$ cat config.mk
export PLATFORM = sky130hd
export DESIGN_NAME = keypad_scanner
export DESIGN_NICKNAME = d
export VERILOG_FILES = /design/src/rtl/keypad_scanner.sv
export SDC_FILE = /design/constraint.sdc
export NUM_CORES = 1
export LEC_CHECK = 0
export ABC_AREA = 1
export ABC_CLOCK_PERIOD_IN_PS = 3700
export CORE_ASPECT_RATIO = 0.9
export CORE_UTILIZATION = 45
export CTS_BUF_LIST = sky130_fd_sc_hd__clkbuf_16
export CTS_CLUSTER_DIAMETER = 60
export DETAILED_ROUTE_END_ITERATION = 8
export RECOVER_POWER = 50
export SLEW_MARGIN = 10
export SYNTH_ARGS = -nofsm -noshare
export SYNTH_HDL_FRONTEND = slang
export SYNTH_SLANG_ARGS = --single-unit
$ cat constraint.sdc
create_clock -name mclk -period 3.7 [get_ports mclk]
set_input_delay 0.925 -clock mclk [delete_from_list [all_inputs] [get_ports mclk]]
set_output_delay 0.925 -clock mclk [all_outputs]
set_load 0.02 [all_outputs]
$ cat src/rtl/keypad_scanner.sv
// 4x4 key matrix scanner: synchronises the rows, scans one column per SCAN_DIV cycles,
// and debounces whole frames into one key code. Optional build macro: KEYPAD_GHOST_REJECT_EN.
module keypad_scanner #(
  parameter int SCAN_DIV     = 1000,
  parameter int DEBOUNCE_CNT = 4
) (
  input  logic       mclk,
  input  logic       rst_n,
  input  logic [3:0] row_in,
  output logic [3:0] col_out,
  output logic [5:0] key_code,
  output logic       key_strobe
);

  localparam logic [15:0] DWELL_LAST = 16'(SCAN_DIV - 1);
  localparam logic [3:0]  CNT_MAX    = 4'(DEBOUNCE_CNT);

  // The whole column rotation is frame accumulation; the state is the column being scanned.
  typedef enum logic [1:0] {
    ACC_COL0 = 2'd0,
    ACC_COL1 = 2'd1,
    ACC_COL2 = 2'd2,
    ACC_COL3 = 2'd3
  } scan_state_e;

  scan_state_e state_q, state_d;
  logic [3:0]  row_s1_q, row_s1_d;
  logic [3:0]  row_s2_q, row_s2_d;
  logic [15:0] dwell_q, dwell_d;
  logic [3:0]  col_q, col_d;
  logic        found_q, found_d;
  logic [5:0]  code_q, code_d;
  logic [5:0]  cand_q, cand_d;
  logic [3:0]  cnt_q, cnt_d;
  logic [5:0]  key_q, key_d;
  logic        strobe_q, strobe_d;
`ifdef KEYPAD_GHOST_REJECT_EN
  logic        multi_q, multi_d;
  logic        acc_multi;
`endif

  logic [3:0] row_act;
  logic       acc_found;
  logic [5:0] acc_code;
  logic [5:0] raw;
  logic [3:0] cnt_nx;

  always_comb begin
    row_s1_d  = row_in;
    row_s2_d  = row_s1_q;
    row_act   = ~row_s2_q;
    state_d   = state_q;
    dwell_d   = dwell_q + 16'd1;
    col_d     = col_q;
    found_d   = found_q;
    code_d    = code_q;
    cand_d    = cand_q;
    cnt_d     = cnt_q;
    key_d     = key_q;
    strobe_d  = 1'b0;
    acc_found = found_q;
    acc_code  = code_q;
    raw       = 6'd0;
    cnt_nx    = cnt_q;
`ifdef KEYPAD_GHOST_REJECT_EN
    multi_d   = multi_q;
    acc_multi = multi_q;
`endif

    if (dwell_q == DWELL_LAST) begin
      dwell_d = 16'd0;
      state_d = scan_state_e'(state_q + 2'd1);
      col_d   = {col_q[2:0], col_q[3]};

      // Ascending row order makes the lowest code in the frame win.
      for (int r = 0; r < 4; r++) begin
        if (row_act[r]) begin
          if (!acc_found) begin
            acc_code  = {2'b00, state_q, 2'(r)} + 6'd1;
            acc_found = 1'b1;
          end
`ifdef KEYPAD_GHOST_REJECT_EN
          else begin
            acc_multi = 1'b1;
          end
`endif
        end
      end

      if (state_q == ACC_COL3) begin
        raw = acc_found ? acc_code : 6'd0;
`ifdef KEYPAD_GHOST_REJECT_EN
        if (acc_multi) raw = 6'd0;
        multi_d = 1'b0;
`endif
        found_d = 1'b0;
        code_d  = 6'd0;

        if (raw == cand_q) begin
          cnt_nx = (cnt_q >= CNT_MAX) ? CNT_MAX : cnt_q + 4'd1;
        end else begin
          cand_d = raw;
          cnt_nx = 4'd1;
        end
        cnt_d = cnt_nx;

        if (cnt_nx == CNT_MAX && raw != key_q) begin
          key_d    = raw;
          strobe_d = (key_q == 6'd0) && (raw != 6'd0);
        end
      end else begin
        found_d = acc_found;
        code_d  = acc_code;
`ifdef KEYPAD_GHOST_REJECT_EN
        multi_d = acc_multi;
`endif
      end
    end
  end

  always_ff @(posedge mclk) begin
    if (!rst_n) begin
      state_q  <= ACC_COL0;
      row_s1_q <= 4'hF;
      row_s2_q <= 4'hF;
      dwell_q  <= 16'd0;
      col_q    <= 4'b1110;
      found_q  <= 1'b0;
      code_q   <= 6'd0;
      cand_q   <= 6'd0;
      cnt_q    <= 4'd0;
      key_q    <= 6'd0;
      strobe_q <= 1'b0;
`ifdef KEYPAD_GHOST_REJECT_EN
      multi_q  <= 1'b0;
`endif
    end else begin
      state_q  <= state_d;
      row_s1_q <= row_s1_d;
      row_s2_q <= row_s2_d;
      dwell_q  <= dwell_d;
      col_q    <= col_d;
      found_q  <= found_d;
      code_q   <= code_d;
      cand_q   <= cand_d;
      cnt_q    <= cnt_d;
      key_q    <= key_d;
      strobe_q <= strobe_d;
`ifdef KEYPAD_GHOST_REJECT_EN
      multi_q  <= multi_d;
`endif
    end
  end

  assign col_out    = col_q;
  assign key_code   = key_q;
  assign key_strobe = strobe_q;

endmodule

==> summary.txt <==
Status
  – Status: completed

Critical path
  – Critical R2R Capture: key_code[1]$_SDFFE_PN0P_
  – Crit path arrival time: ~2.9 ns
  – Crit path launch type: input pin
  – Worst flop-to-flop path startpoint: found_q$_SDFFE_PN0N_
  – R2R Setup Slk: 1.15 ns
  – Req. time, crit path: 3.89 ns
  – Kind of critical path: input pin to register
  – Crit path max-delay family: buffers and inverters
  – Crit-path cells: dlygate4sd3_1 > buf_4 > inv_1 > nor2_1 > clkinv_1 > a221oi_1
  – Crit Path Max Fanout: 18
  – Worst R2R Path Depth: 14
  – Critical path's slowest cell: dlygate4sd3_1
  – Critical path buffers and inverters: 4
  – CP peak stage delay: 0.53 ns
  – Setup crit end kind: register

Clock tree
  – H-tree Lvls: 2
  – Clk slew on worst S/H paths: 0.07 ns
  – Worst-skew pair later-pin latency: 0.29 ns
  – # clock sinks: between 50 and 60
  – CTS Buf Count: 5
  – CTS tree: yes
  – CTS resizes: 0
  – Maximum root-to-sink buffer count: 2
  – Total setup buffers inserted after CTS: 0
  – Cts hold-fix bufs: 0
  – Clock Tree Root: clkbuf_16

Floorplan
  – Die W: 82.9 µm
  – Chip Height: 74.8 µm
  – Die area: between 6000 and 7000 µm²
  – CORE AREA: 5660 µm²
  – I/O pin count: 17
  – Initial Util: a little under half
  – # rows: 26

STA
  – Fin. max-slew vios: 0
  – Final min period: 2.66 ns
  – Clock skew: 0.00712 ns
  – Rel. slew slack: about 66%
  – Worst-Margin Slew: 0.508 ns
  – Final setup fails: 0
  – Hold Fails Final Rpt: 0
  – Final setup TNS: 0 ns
  – Hold slack: 0.410 ns
  – Max Freq: 376 MHz
  – Fin crit share: 71.9%
  – RSZ-0062 raised after global routing: false

Placement
  – DP HPWL: about 4100 µm
  – Port Buffers: 16
  – Final GP Congestion: 0.791

Worst hold path
  – WHS Path Cells: 1
  – Worst hold path type: register to register
  – Hold Crit Start: row_s1_q[2]$_SDFF_PN1_
  – Hold endpoint: row_s2_q[2]$_SDFF_PN1_

Logic synthesis
  – Ys Warns: 0
  – Main area contributors after synthesis: dfxtp_1, nand2_1, inv_1, nor2_1, nand3_1
  – Seq/Total Area, Yosys: between 40 and 50%
  – Cell Area, Synth: 2650 µm²
  – Net count after synthesis: 376
  – Avg Cell Area, Syn: 7.22 µm²
  – Post-synth top area share: 40.8%
  – Synth area leader: dfxtp_1
  – Yosys cell types: 37
  – #FFs+latches synth: between 50 and 60
  – Cells after Synth: roughly 370

Global routing
  – First-pass GRT wire length: between 9000 and 10000 µm
  – Initial antenna violation count: 0
  – Pin count of the biggest net entering global routing: 19
  – Tot GR Track Use: 19.4%
  – Vias in the first global route: 1988
  – Global route overflow: 0

Job
  – Max cap viols: 0

Final layout
  – # fillers: 590
  – ANT cells: 0
  – Share of layout cells above drive strength 1: between 10% and 20%
  – Layout area overhead: 13.0%
  – Nets: 396

Drt
  – WL/cell: about 12 µm
  – DR vias: 2268
  – Detailed Routing Iterations Pass 1: 4
  – Initial DRC Count: 150
  – Via/cell ratio: about 5.0
  – DRC: 0
  – Final WL: 5550 µm
  – Antenna-violating nets left: 0

Power
  – Pwr/cell area: 381 nW/µm²
  – Total Power: 1140 µW
  – Lkg Pwr: 0.00135 µW
  – Peak VDD IR: 0.247 mV
how the worst max path moves through the flow:
stage | depth (start not counted) | endpoint | start | slack (ns)
after floorplan | 13 | key_code[0]$_SDFFE_PN0P_ | found_q$_SDFFE_PN0N_ | 1.98
after global placement | 6 | dwell_q[13]$_SDFF_PP0_ | rst_n | 0.78
after detailed placement | 6 | dwell_q[13]$_SDFF_PP0_ | rst_n | 0.76
after CTS | 6 | dwell_q[13]$_SDFF_PP0_ | rst_n | 1.05
after global routing | 6 | dwell_q[13]$_SDFF_PP0_ | rst_n | 0.84
final | 6 | dwell_q[13]$_SDFF_PP0_ | rst_n | 1.04
worst register-to-register path, delay by kind of cell (launching register included):
family	cells	cell delay, ns
AND/OR/NAND/NOR	12	1.73
buffers and inverters	2	0.13
flip-flops	1	0.63
layout by cell type, fill, tap and decap left out, types with 2 or more instances in the layout:
master and count:
nand2_2 12, nor3_1 5, nor2_1 49, dfxtp_1 54, nand3_1 20, clkdlybuf4s50_1 7, nand4_1 10, ha_1 3
clkinv_2 3, nand3_2 4, o21ai_0 16, nor2_4 2, clkbuf_16 5, nor4_1 3, inv_1 58, nor2_2 2
xor2_1 4, a22oi_1 3, dlygate4sd3_1 9, or2_2 10, nor3b_1 3, nand2_1 69, o22ai_1 6, a21oi_1 15
final cells by class:
class / instances / area (µm²) / share of cell area [%]
sequential: 54 / 1080 / 36.1
clock inverter: 3 / 18.8 / 0.627
timing repair buffer: 18 / 171 / 5.73
tap: 70 / 87.6 / 2.93
inverter: 62 / 241 / 8.07
clock buffer: 5 / 125 / 4.18
multi-input combinational: 246 / 1270 / 42.3
stage by stage:
| stage | cells | util [%] | cell area, µm² | worst slack (ns) |
|---|---|---|---|---|
| after floorplan | 367 | - | 2650 | 1.98 |
| after global placement | 450 | 50.9 | 2880 | 0.782 |
| after detailed placement | 450 | 50.9 | 2880 | 0.763 |
| after CTS | 458 | 53.4 | 3030 | 1.05 |
| after global routing | 458 | 52.9 | 2990 | 0.840 |
| final | 458 | 52.9 | 2990 | 1.04 |
flip-flops by register name, summed over array words and instances, names as in the netlist, 4 cells and up:
signal    flops
cand_q        6
code_q        6
row_s1_q      4
col_out       4
key_code      6
row_s2_q      4
dwell_q      16
cnt_q         4
synthesized netlist by cell type:
| cell | instances |
|---|---|
| nand2_1 | 68 |
| inv_1 | 57 |
| dfxtp_1 | 54 |
| nor2_1 | 48 |
| nand3_1 | 19 |
| o21ai_0 | 16 |
| a21oi_1 | 15 |
| nand2_2 | 13 |
| or2_2 | 10 |
| nand4_1 | 9 |
| o22ai_1 | 6 |
| nor3_1 | 5 |
| nand3_2 | 4 |
| xor2_1 | 4 |
| a22oi_1 | 3 |
| clkbuf_1 | 3 |
| ha_1 | 3 |
| nor2_4 | 3 |
| nor3b_1 | 3 |
| nor4_1 | 3 |
| inv_2 | 2 |
| nand3_4 | 2 |
| nand4_2 | 2 |
| nor2_2 | 2 |
| a211oi_1 | 1 |
| a221oi_1 | 1 |
| buf_4 | 1 |
| buf_6 | 1 |
| clkinv_1 | 1 |
| clkinv_2 | 1 |
| inv_8 | 1 |
| nand2_4 | 1 |
| nand3b_1 | 1 |
| o2111ai_1 | 1 |
| o211ai_1 | 1 |
| o21ai_1 | 1 |
| o311ai_0 | 1 |
per-layer routing:
layer  vias up  wire (µm)  GRT usage, %
met5         -          0             0
met4         0         24          4.02
met3         2        270          5.92
met2        39       2270          29.4
met1      1008       2990          27.3
li1       1219          -             -
logic make-up (layout without fill, tap and decap cells):
group | count (synthesis) | in the layout | synth area share [%]
compound gates | 46 | 46 | 9.87
simple gates | 193 | 193 | 36.3
fa+ha+maj | 3 | 3 | 1.42
xor+xnor | 4 | 4 | 1.32
buf+inv | 67 | 88 | 10.3
flops | 54 | 54 | 40.8
power by group:
group | internal [µW] | switching [µW]
Sequential | 587 | 5.10
Clock | 251 | 216
Combinational | 29.0 | 50.5
Total | 868 | 272
No activity file was read; power rests on OpenSTA's default activity.
